## src/rtl/fetch_stage.sv

```systemverilog
`timescale 1ns/1ps
// fetch_stage: instruction fetch FSM feeding a 2-entry {pc+4, instruction} queue into IF/ID.
// Latency: a zero-wait imem ack shows the instruction on inst_out the next cycle (no bypass).
// Backpressure: id_ready=0 holds the queue head; no request is issued that could overflow it.
// Optional feature: define FETCH_PERF_CNT_EN to add the fetch_stall_cnt output.
module fetch_stage #(
    parameter logic [31:0] RESET_PC = 32'h0000_0000
) (
    input  logic        clk,
    input  logic        rst_n,
    output logic        imem_req,
    output logic [31:0] imem_addr,
    input  logic        imem_ack,
    input  logic [31:0] imem_rdata,
    input  logic        id_ready,
    input  logic        branch_taken,
    input  logic [31:0] branch_target,
    output logic        inst_valid,
    output logic [31:0] inst_out,
    output logic [31:0] adrIF
`ifdef FETCH_PERF_CNT_EN
    ,
    output logic [31:0] fetch_stall_cnt
`endif
);

    typedef enum logic [1:0] {
        ST_IDLE   = 2'd0,
        ST_REQ    = 2'd1,
        ST_SQUASH = 2'd2
    } state_t;

    state_t          state_q, state_d;
    logic [31:0]     fetch_pc_q, fetch_pc_d;
    logic [31:0]     addr_q, addr_d;
    logic            req_q, req_d;
    logic [1:0]      occ_q, occ_d;
    logic            head_q, head_d;
    logic [1:0][31:0] q_pc4_q, q_pc4_d;
    logic [1:0][31:0] q_inst_q, q_inst_d;

    logic            ack_vld;
    logic            pop;
    logic            push;
    logic [1:0]      occ_pop;
    logic [1:0]      occ_next;
    logic            tail_idx;
    logic [31:0]     pc_inc;

    assign imem_req   = req_q;
    assign imem_addr  = addr_q;
    assign inst_valid = (occ_q != 2'd0);
    assign inst_out   = q_inst_q[head_q];
    assign adrIF      = q_pc4_q[head_q];

    // An ack only counts while a request is actually outstanding.
    assign ack_vld  = req_q & imem_ack;
    assign pop      = inst_valid & id_ready;
    assign pc_inc   = fetch_pc_q + 32'd4;
    assign occ_pop  = occ_q - {1'b0, pop};
    // Tail slot is head+occupancy mod 2; a push never happens with two entries held.
    assign tail_idx = head_q ^ occ_q[0];

    // Next-state logic: a redirect flushes the queue and overrides any push/pop this cycle.
    always_comb begin
        state_d    = state_q;
        fetch_pc_d = fetch_pc_q;
        addr_d     = addr_q;
        req_d      = req_q;
        occ_d      = occ_q;
        head_d     = head_q;
        q_pc4_d    = q_pc4_q;
        q_inst_d   = q_inst_q;
        push       = 1'b0;
        occ_next   = occ_pop;
        if (branch_taken) begin
            occ_d      = 2'd0;
            fetch_pc_d = branch_target;
            if (state_q != ST_IDLE && !ack_vld) begin
                // Bus request cannot be withdrawn: keep the stale address and drop its data later.
                state_d = ST_SQUASH;
            end else begin
                state_d = ST_REQ;
                addr_d  = branch_target;
                req_d   = 1'b1;
            end
        end else begin
            push     = (state_q == ST_REQ) && ack_vld;
            occ_next = occ_pop + {1'b0, push};
            occ_d    = occ_next;
            if (pop) begin
                head_d = ~head_q;
            end
            if (push) begin
                q_pc4_d[tail_idx]  = pc_inc;
                q_inst_d[tail_idx] = imem_rdata;
            end
            case (state_q)
                ST_IDLE: begin
                    if (occ_pop != 2'd2) begin
                        state_d = ST_REQ;
                        addr_d  = fetch_pc_q;
                        req_d   = 1'b1;
                    end
                end
                ST_REQ: begin
                    if (ack_vld) begin
                        fetch_pc_d = pc_inc;
                        addr_d     = pc_inc;
                        if (occ_next == 2'd2) begin
                            state_d = ST_IDLE;
                            req_d   = 1'b0;
                        end
                    end
                end
                ST_SQUASH: begin
                    if (ack_vld) begin
                        state_d = ST_REQ;
                        addr_d  = fetch_pc_q;
                        req_d   = 1'b1;
                    end
                end
                default: begin
                    state_d = ST_IDLE;
                    addr_d  = fetch_pc_q;
                    req_d   = 1'b0;
                end
            endcase
        end
    end

    // FSM, fetch pointer, registered bus outputs and queue storage.
    always_ff @(posedge clk or negedge rst_n) begin
        if (!rst_n) begin
            state_q    <= ST_IDLE;
            fetch_pc_q <= RESET_PC;
            addr_q     <= RESET_PC;
            req_q      <= 1'b0;
            occ_q      <= 2'd0;
            head_q     <= 1'b0;
            q_pc4_q    <= '0;
            q_inst_q   <= '0;
        end else begin
            state_q    <= state_d;
            fetch_pc_q <= fetch_pc_d;
            addr_q     <= addr_d;
            req_q      <= req_d;
            occ_q      <= occ_d;
            head_q     <= head_d;
            q_pc4_q    <= q_pc4_d;
            q_inst_q   <= q_inst_d;
        end
    end

`ifdef FETCH_PERF_CNT_EN
    logic [31:0] stall_cnt_q, stall_cnt_d;

    // Count cycles where decode could accept but fetch has nothing to give.
    always_comb begin
        stall_cnt_d = stall_cnt_q;
        if (id_ready && !inst_valid && !branch_taken) begin
            stall_cnt_d = stall_cnt_q + 32'd1;
        end
    end

    // Stall counter register.
    always_ff @(posedge clk or negedge rst_n) begin
        if (!rst_n) begin
            stall_cnt_q <= 32'd0;
        end else begin
            stall_cnt_q <= stall_cnt_d;
        end
    end

    assign fetch_stall_cnt = stall_cnt_q;
`endif

endmodule
```

## config.mk

```make
export PLATFORM = sky130hd
export DESIGN_NAME = fetch_stage
export DESIGN_NICKNAME = d
export VERILOG_FILES = /design/src/rtl/fetch_stage.sv
export SDC_FILE = /design/constraint.sdc
export NUM_CORES = 1
export LEC_CHECK = 0
export CAP_MARGIN = 0
export CORE_ASPECT_RATIO = 1.25
export CORE_MARGIN = 1.5
export CORE_UTILIZATION = 39
export CTS_BUF_LIST = sky130_fd_sc_hd__clkbuf_16
export DETAILED_ROUTE_END_ITERATION = 10
export PLACE_DENSITY = 0.67
export SETUP_SLACK_MARGIN = 0.1
export SYNTH_ARGS = -nofsm -noshare
export SYNTH_HDL_FRONTEND = slang
export SYNTH_SLANG_ARGS = --single-unit
export TNS_END_PERCENT = 5
```

## constraint.sdc

```tcl
create_clock -name clk -period 2.5 [get_ports clk]
set_input_delay 0.5 -clock clk [delete_from_list [all_inputs] [get_ports clk]]
set_output_delay 0.5 -clock clk [all_outputs]
set_load 0.05 [all_outputs]
```

# ---- Yosys cells after proc, flatten, opt, wreduce, memory -nomap -nowiden
# Cells that the tools add are included.
# Widths: inputs -> output; s select.
dict set report word_totals {
  regBits 198
  input_bits 69
  output_inout_bits 98
  elab_cells 76
}
dict set report classes {
  n_addsub 3
  n_lt_le_gt_ge 3
  eq_ne 9
  muxes 31
  bitwise 5
  reduce_logical 15
}
# cell count
set op_table {}
lappend op_table {{$mux 32} 12}
lappend op_table {{$bwmux 64} 2}
lappend op_table {{$pmux 32 s3} 1}
lappend op_table {{$add 32x3->32 const B} 1}
lappend op_table {{$demux 32 s1} 1}
lappend op_table {{$mux 2} 7}
lappend op_table {{$ne 3x3->1 const B} 3}
lappend op_table {{$reduce_and 4->1} 2}
lappend op_table {{$reduce_bool 2->1} 4}
lappend op_table {{$mux 1} 6}
lappend op_table {{$pmux 2 s3} 1}
lappend op_table {{$reduce_and 2->1} 3}
lappend op_table {{$reduce_and 5->1} 1}
lappend op_table {{$eq 2x2->1 const B} 2}
lappend op_table {{$lt 1x2->1 const B} 2}
lappend op_table {{$ne 2x2->1 const B} 2}
lappend op_table {{$logic_and 1x1->1} 3}
lappend op_table {{$ne 3x2->1 const B} 1}
lappend op_table {{$pmux 1 s3} 1}
lappend op_table {{$add 2x1->2} 1}
lappend op_table {{$and 1x1->1} 2}
lappend op_table {{$eq 2x1->1 const B} 1}
lappend op_table {{$logic_not 2->1} 1}
lappend op_table {{$not 1->1} 2}
lappend op_table {{4 further kinds} 4}

# ---- Longest topological paths before layout
dict set report logic_depth {
  word_depth 9
  depth_mapped 10
  depth_no_buf 10
}

# ---- Least setup slack after synthesis
# OpenSTA, ideal clock, no wires.
dict set report synth_path {
  path_type {flip-flop to flip-flop}
  startpoint {register occ_q[1]}
  endpoint {register addr_q[14] (netlist: imem_addr[14])}
  setup_time_ns 0.121
  arrival_time_ns 2.484
  setup_slack_ns -0.105
  stages_incl_launch_ff 10
  n_path_buf 1
  synth_period_minus_slack_ns 2.605
  cell_sequence {dfrtp_1 -> or2_2 -> and2_1 -> ha_1 -> xor2_1 -> nor4b_1 -> a21oi_1 -> clkbuf_1 -> o21a_1 -> a22o_1}
}
dict set report synth_between {
  elab_chain_len 6
}
# item line_no
set synth_rtl {}
lappend synth_rtl {{start: declaration} 37} ;# logic [1:0] occ_q, occ_d;
lappend synth_rtl {{start signal: assignment} 139} ;# occ_q <= 2'd0;
lappend synth_rtl {{start signal: assignment} 148} ;# occ_q <= occ_d;
lappend synth_rtl {{$reduce_bool 2->1} 52} ;# assign inst_valid = (occ_q != 2'd0);
lappend synth_rtl {{net inst_valid} 18} ;# output logic inst_valid,
lappend synth_rtl {{$and 1x1->1} 58} ;# assign pop = inst_valid & id_ready;
lappend synth_rtl {{$sub 2x1->2} 60} ;# assign occ_pop = occ_q - {1'b0, pop};
lappend synth_rtl {{$ne 2x2->1} 100} ;# if (occ_pop != 2'd2) begin
lappend synth_rtl {{$ne 3x3->1 (no source line)} -}
lappend synth_rtl {{$reduce_and 4->1 (no source line)} -}
lappend synth_rtl {{end signal: assignment} 146} ;# addr_q <= addr_d;
lappend synth_rtl {{end: declaration} 35} ;# logic [31:0] addr_q, addr_d;
# The timed path passes the listed nets, and every way through them passes these cells.
# A chain may end at the register's enable or synchronous reset.

# ---- Worst setup path after layout
dict set report layout_path {
  startpoint {register head_q}
  endpoint {output port adrIF[29]}
}
dict set report layout_between {
  elab_chain_len 2
}
# item line_no
set layout_rtl {}
lappend layout_rtl {{start: declaration} 38} ;# logic head_q, head_d;
lappend layout_rtl {{start signal: assignment} 140} ;# head_q <= 1'b0;
lappend layout_rtl {{start signal: assignment} 149} ;# head_q <= head_d;
lappend layout_rtl {{$mux 32 (implied by the code) (2 in series)} 54} ;# assign adrIF = q_pc4_q[head_q];
lappend layout_rtl {{end: declaration} 20} ;# output logic [31:0] adrIF
# No other way between the ends. The select of a mux whose other input is x is not followed.

==> summary.md <==
| Metric | Value |
|---|---|
| I/O pins | `167` |
| Vias in the first global route | `7,854` |
| Kind of critical path | `register to output port` |
| Final setup violation count | `0` |
| Normalized max-slew margin | `0.6202` |
| Detailed router's first-iteration violation count | `406` |
| Buffer type at the clock tree root | `sky130_fd_sc_hd__clkbuf_16` |
| Top cell type by total area after synthesis | `sky130_fd_sc_hd__dfrtp_1` |
| Clk slew on worst S/H paths | `0.07 ns` |
| Port Buf Inserts | `166` |
| Max-slew violation total from the final report | `0` |
| Total Routing Usage GR | `0.2026` |
| Setup repair after global routing missed its margin | `true` |
| Status | `finished clean` |
| Number of standard cells after synthesis | `933` |
| DP Worst Slack | `-0.1159 ns` |
| Proportion of layout cells with a drive suffix above 1 | `0.2805` |
| Worst supply voltage drop on vdd | `0.7506 mV` |
| Number of different library cells in the post-synthesis netlist | `62` |
| Synth warnings | `0` |
| Routability cong. | `0.9444` |
| Synthesis-to-layout area growth | `29.33%` |
| Wire length reported by the detailed router | `25.53 mm` |
| Filler Cells Inserted | `2,352` |
| Netlist Area Pre-Place | `9888 um2` |
| Half-perimeter wire length of the detailed placement result | `18.33 mm` |
| Wire length of the first global-routing pass | `42.43 mm` |
| Clock buffers created by TritonCTS | `17` |
| Worst hold path type | `input port to async pin` |
| Number of synthesized register bits | `198` |
| Maximum fanout along the worst path | `32` |
| Die X | `145.4 um` |
| Number of remaining DRC errors | `0` |
| Mean area per synthesized cell | `10.60 um2` |
| Vias per Instance | `5.196` |
| Ranking of synthesized cells by area | `sky130_fd_sc_hd__dfrtp_1 (50%), sky130_fd_sc_hd__mux2_2 (17%), sky130_fd_sc_hd__nor2_1 (3.8%)` |
| Share of the clock period used by the worst path | `0.9457` |
| Final layout net count | `1,182` |
| Total core area | `25,050 um2` |
| Site row count | `65` |
| CP startpoint kind | `register` |
| TritonCTS clock tree | `built` |
| Antenna violations before repair | `0` |
| Worst slew pin tran | `0.5679 ns` |
| Overall die height | `181.0 um` |
| Maximum Capacitance Violations | `0` |
| Most instantiated flip-flop cell in the synthesis netlist | `sky130_fd_sc_hd__dfrtp_1` |
| Number of search-and-repair iterations in the first detailed-routing pass | `4` |
| Required time reported for the critical path endpoint | `2.00 ns` |
| Proportion of synthesized chip area in sequential cells | `0.5011` |
| Average routed wire per standard cell | `17.51 um` |
| Max Clock Skew | `0.01267 ns` |
| Number of flops mapped to enable cells by yosys | `0` |
| Syn Nets | `1,005` |
| Post-detailed-route count of antenna-violating nets | `0` |
| Data arrival at the endpoint of the critical path | `1.86 ns` |
| Max H-tree Level | `4` |
| Skew-Pair Late Insertion Delay | `0.44 ns` |
| Footprint of the multi-input gates | `4649 um2` |
| Final hold violations | `0` |
| Total area of sequential cells | `4959 um2` |
| Final core utilization | `0.5105` |
| Power per cell area | `1473 nW/um2` |
| Hold Buf Count CTS | `0` |
| Via count | `7,576` |
| Total grt overflow | `0` |
| Kind of end point of the critical path | `output port` |
| Min cycle time layout | `2.364 ns` |
| Number of diodes | `0` |
| Share of synthesized flip-flops with an asynchronous set or reset | `1.000` |
| Starting utilization of the core area | `0.3948` |
| Least setup slack across all paths after layout | `0.1359 ns` |
| Pin count of the biggest net entering global routing | `60` |
| Proportion of netlist area held by the largest area contributor | `0.5011` |
| Highest clock rate | `0.4230 GHz` |
| Die Area | `26,320 um2` |
| Leakage component of the power | `5.249 nW` |
| Sink count of the clock tree | `198` |
| Max Buffers Root-to-Sink | `2` |
worst max-delay path, cell delays in order (launching register included):
cell and delay [ns]:
sky130_fd_sc_hd__dfrtp_4 0.56, sky130_fd_sc_hd__buf_12 0.25, sky130_fd_sc_hd__mux2_2 0.39, sky130_fd_sc_hd__buf_4 0.20
cells in the final DEF, fill, tap and decap left out, types with 31 or more instances in the layout:
cell	instances
sky130_fd_sc_hd__buf_4	105
sky130_fd_sc_hd__xor2_1	31
sky130_fd_sc_hd__nor2_1	98
sky130_fd_sc_hd__a21oi_1	70
sky130_fd_sc_hd__o21ai_0	34
sky130_fd_sc_hd__nand2_1	70
sky130_fd_sc_hd__mux2_2	149
sky130_fd_sc_hd__xnor2_1	31
sky130_fd_sc_hd__clkdlybuf4s50_1	99
sky130_fd_sc_hd__dfrtp_1	197
sequential cells by signal, summed over array words and instances (netlist names):
signal      cells
fetch_pc_q     32
q_inst_q       64
occ_q           2
imem_req        1
q_pc4_q        64
state_q         2
head_q          1
imem_addr      32
what timing repair did:
action                     4_1_cts  5_1_grt
setup buffers                    0        1
resized for setup               12        4
setup endpoints to repair       50       33
power breakdown:
group / total, W / switching (W) / internal (W)
clock network: 0.00290 / 0.00130 / 0.00160
registers: 0.00550 / 0.000886 / 0.00461
logic: 0.0104 / 0.00648 / 0.00396
total: 0.0188 / 0.00867 / 0.0102
metrics by stage:
step	hold WS [ns]	setup TNS (ns)	power (W)	cells	cell area [um2]
floorplan	0.2044	0	0.01266	933	9896
finish	0.04018	0	0.01884	1458	12790
global placement	0.4621	-0.3095	0.01591	1425	12140
detailed placement	0.4693	-0.6174	0.01607	1425	12140
CTS	0.04649	0	0.01897	1457	12760
global route	0.06311	0	0.01989	1458	12790
cell usage after synthesis, drive strengths merged (3+ instances only):
library cell and n:
dfrtp 198, mux2 149, nor2 100, a21oi 71, nand2 70, clkbuf 37, o21ai 37, buf 33
xor2 32, xnor2 31, nand3 28, nor3 20, nand4 14, nor4 13, and2 8, mux2i 7
inv 6, nor2b 6, or3 6, a31oi 5, nand2b 5, o211ai 5, o31ai 5, and3 4
a21boi 3, and4 3, ha 3, o21a 3, o22ai 3, o31a 3
kinds of logic (layout without fill, tap and decap cells):
group / Yosys count / in the layout / share of synthesized area
simple gates: 285 / 285 / 0.1389
flops: 198 / 198 / 0.5011
mux: 156 / 156 / 0.1768
compound gates: 150 / 150 / 0.08782
buf+inv: 77 / 267 / 0.03353
xor+xnor: 64 / 64 / 0.05808
fa+ha+maj: 3 / 3 / 0.003796
cell type report:
| class | instances | area share |
|---|---|---|
| clock inverters | 15 | 0.01507 |
| well taps | 335 | 0.03278 |
| multi-input cells | 658 | 0.3636 |
| inverters | 7 | 0.002055 |
| clock buffers | 17 | 0.03326 |
| flip-flops and latches | 198 | 0.3877 |
| repair buffers | 228 | 0.1655 |
per-layer routing:
| layer | vias up | track usage | routed length [um] |
|---|---|---|---|
| li1 | 3625 | - | - |
| met2 | 204 | 0.3272 | 12190 |
| met1 | 3714 | 0.2766 | 11860 |
| met3 | 33 | 0.03384 | 968 |
| met4 | 0 | 0.06776 | 514 |
| met5 | - | 0 | 0 |
final timing paths:
kind	from	depth (start not counted)	end	slack [ns]
max in group asynchronous	rst_n	2	q_inst_q[9]	1.79
hold / removal	rst_n	1	q_inst_q[59]	0.04
hold reg to reg	imem_addr[4]	2	imem_addr[4]	0.49
setup reg to reg	occ_q[0]	9	imem_addr[18]	0.16
setup / recovery	head_q	3	adrIF[29]	0.14
min in group clk	branch_taken	2	occ_q[0]	0.36
(Power assumes the default switching activity.)
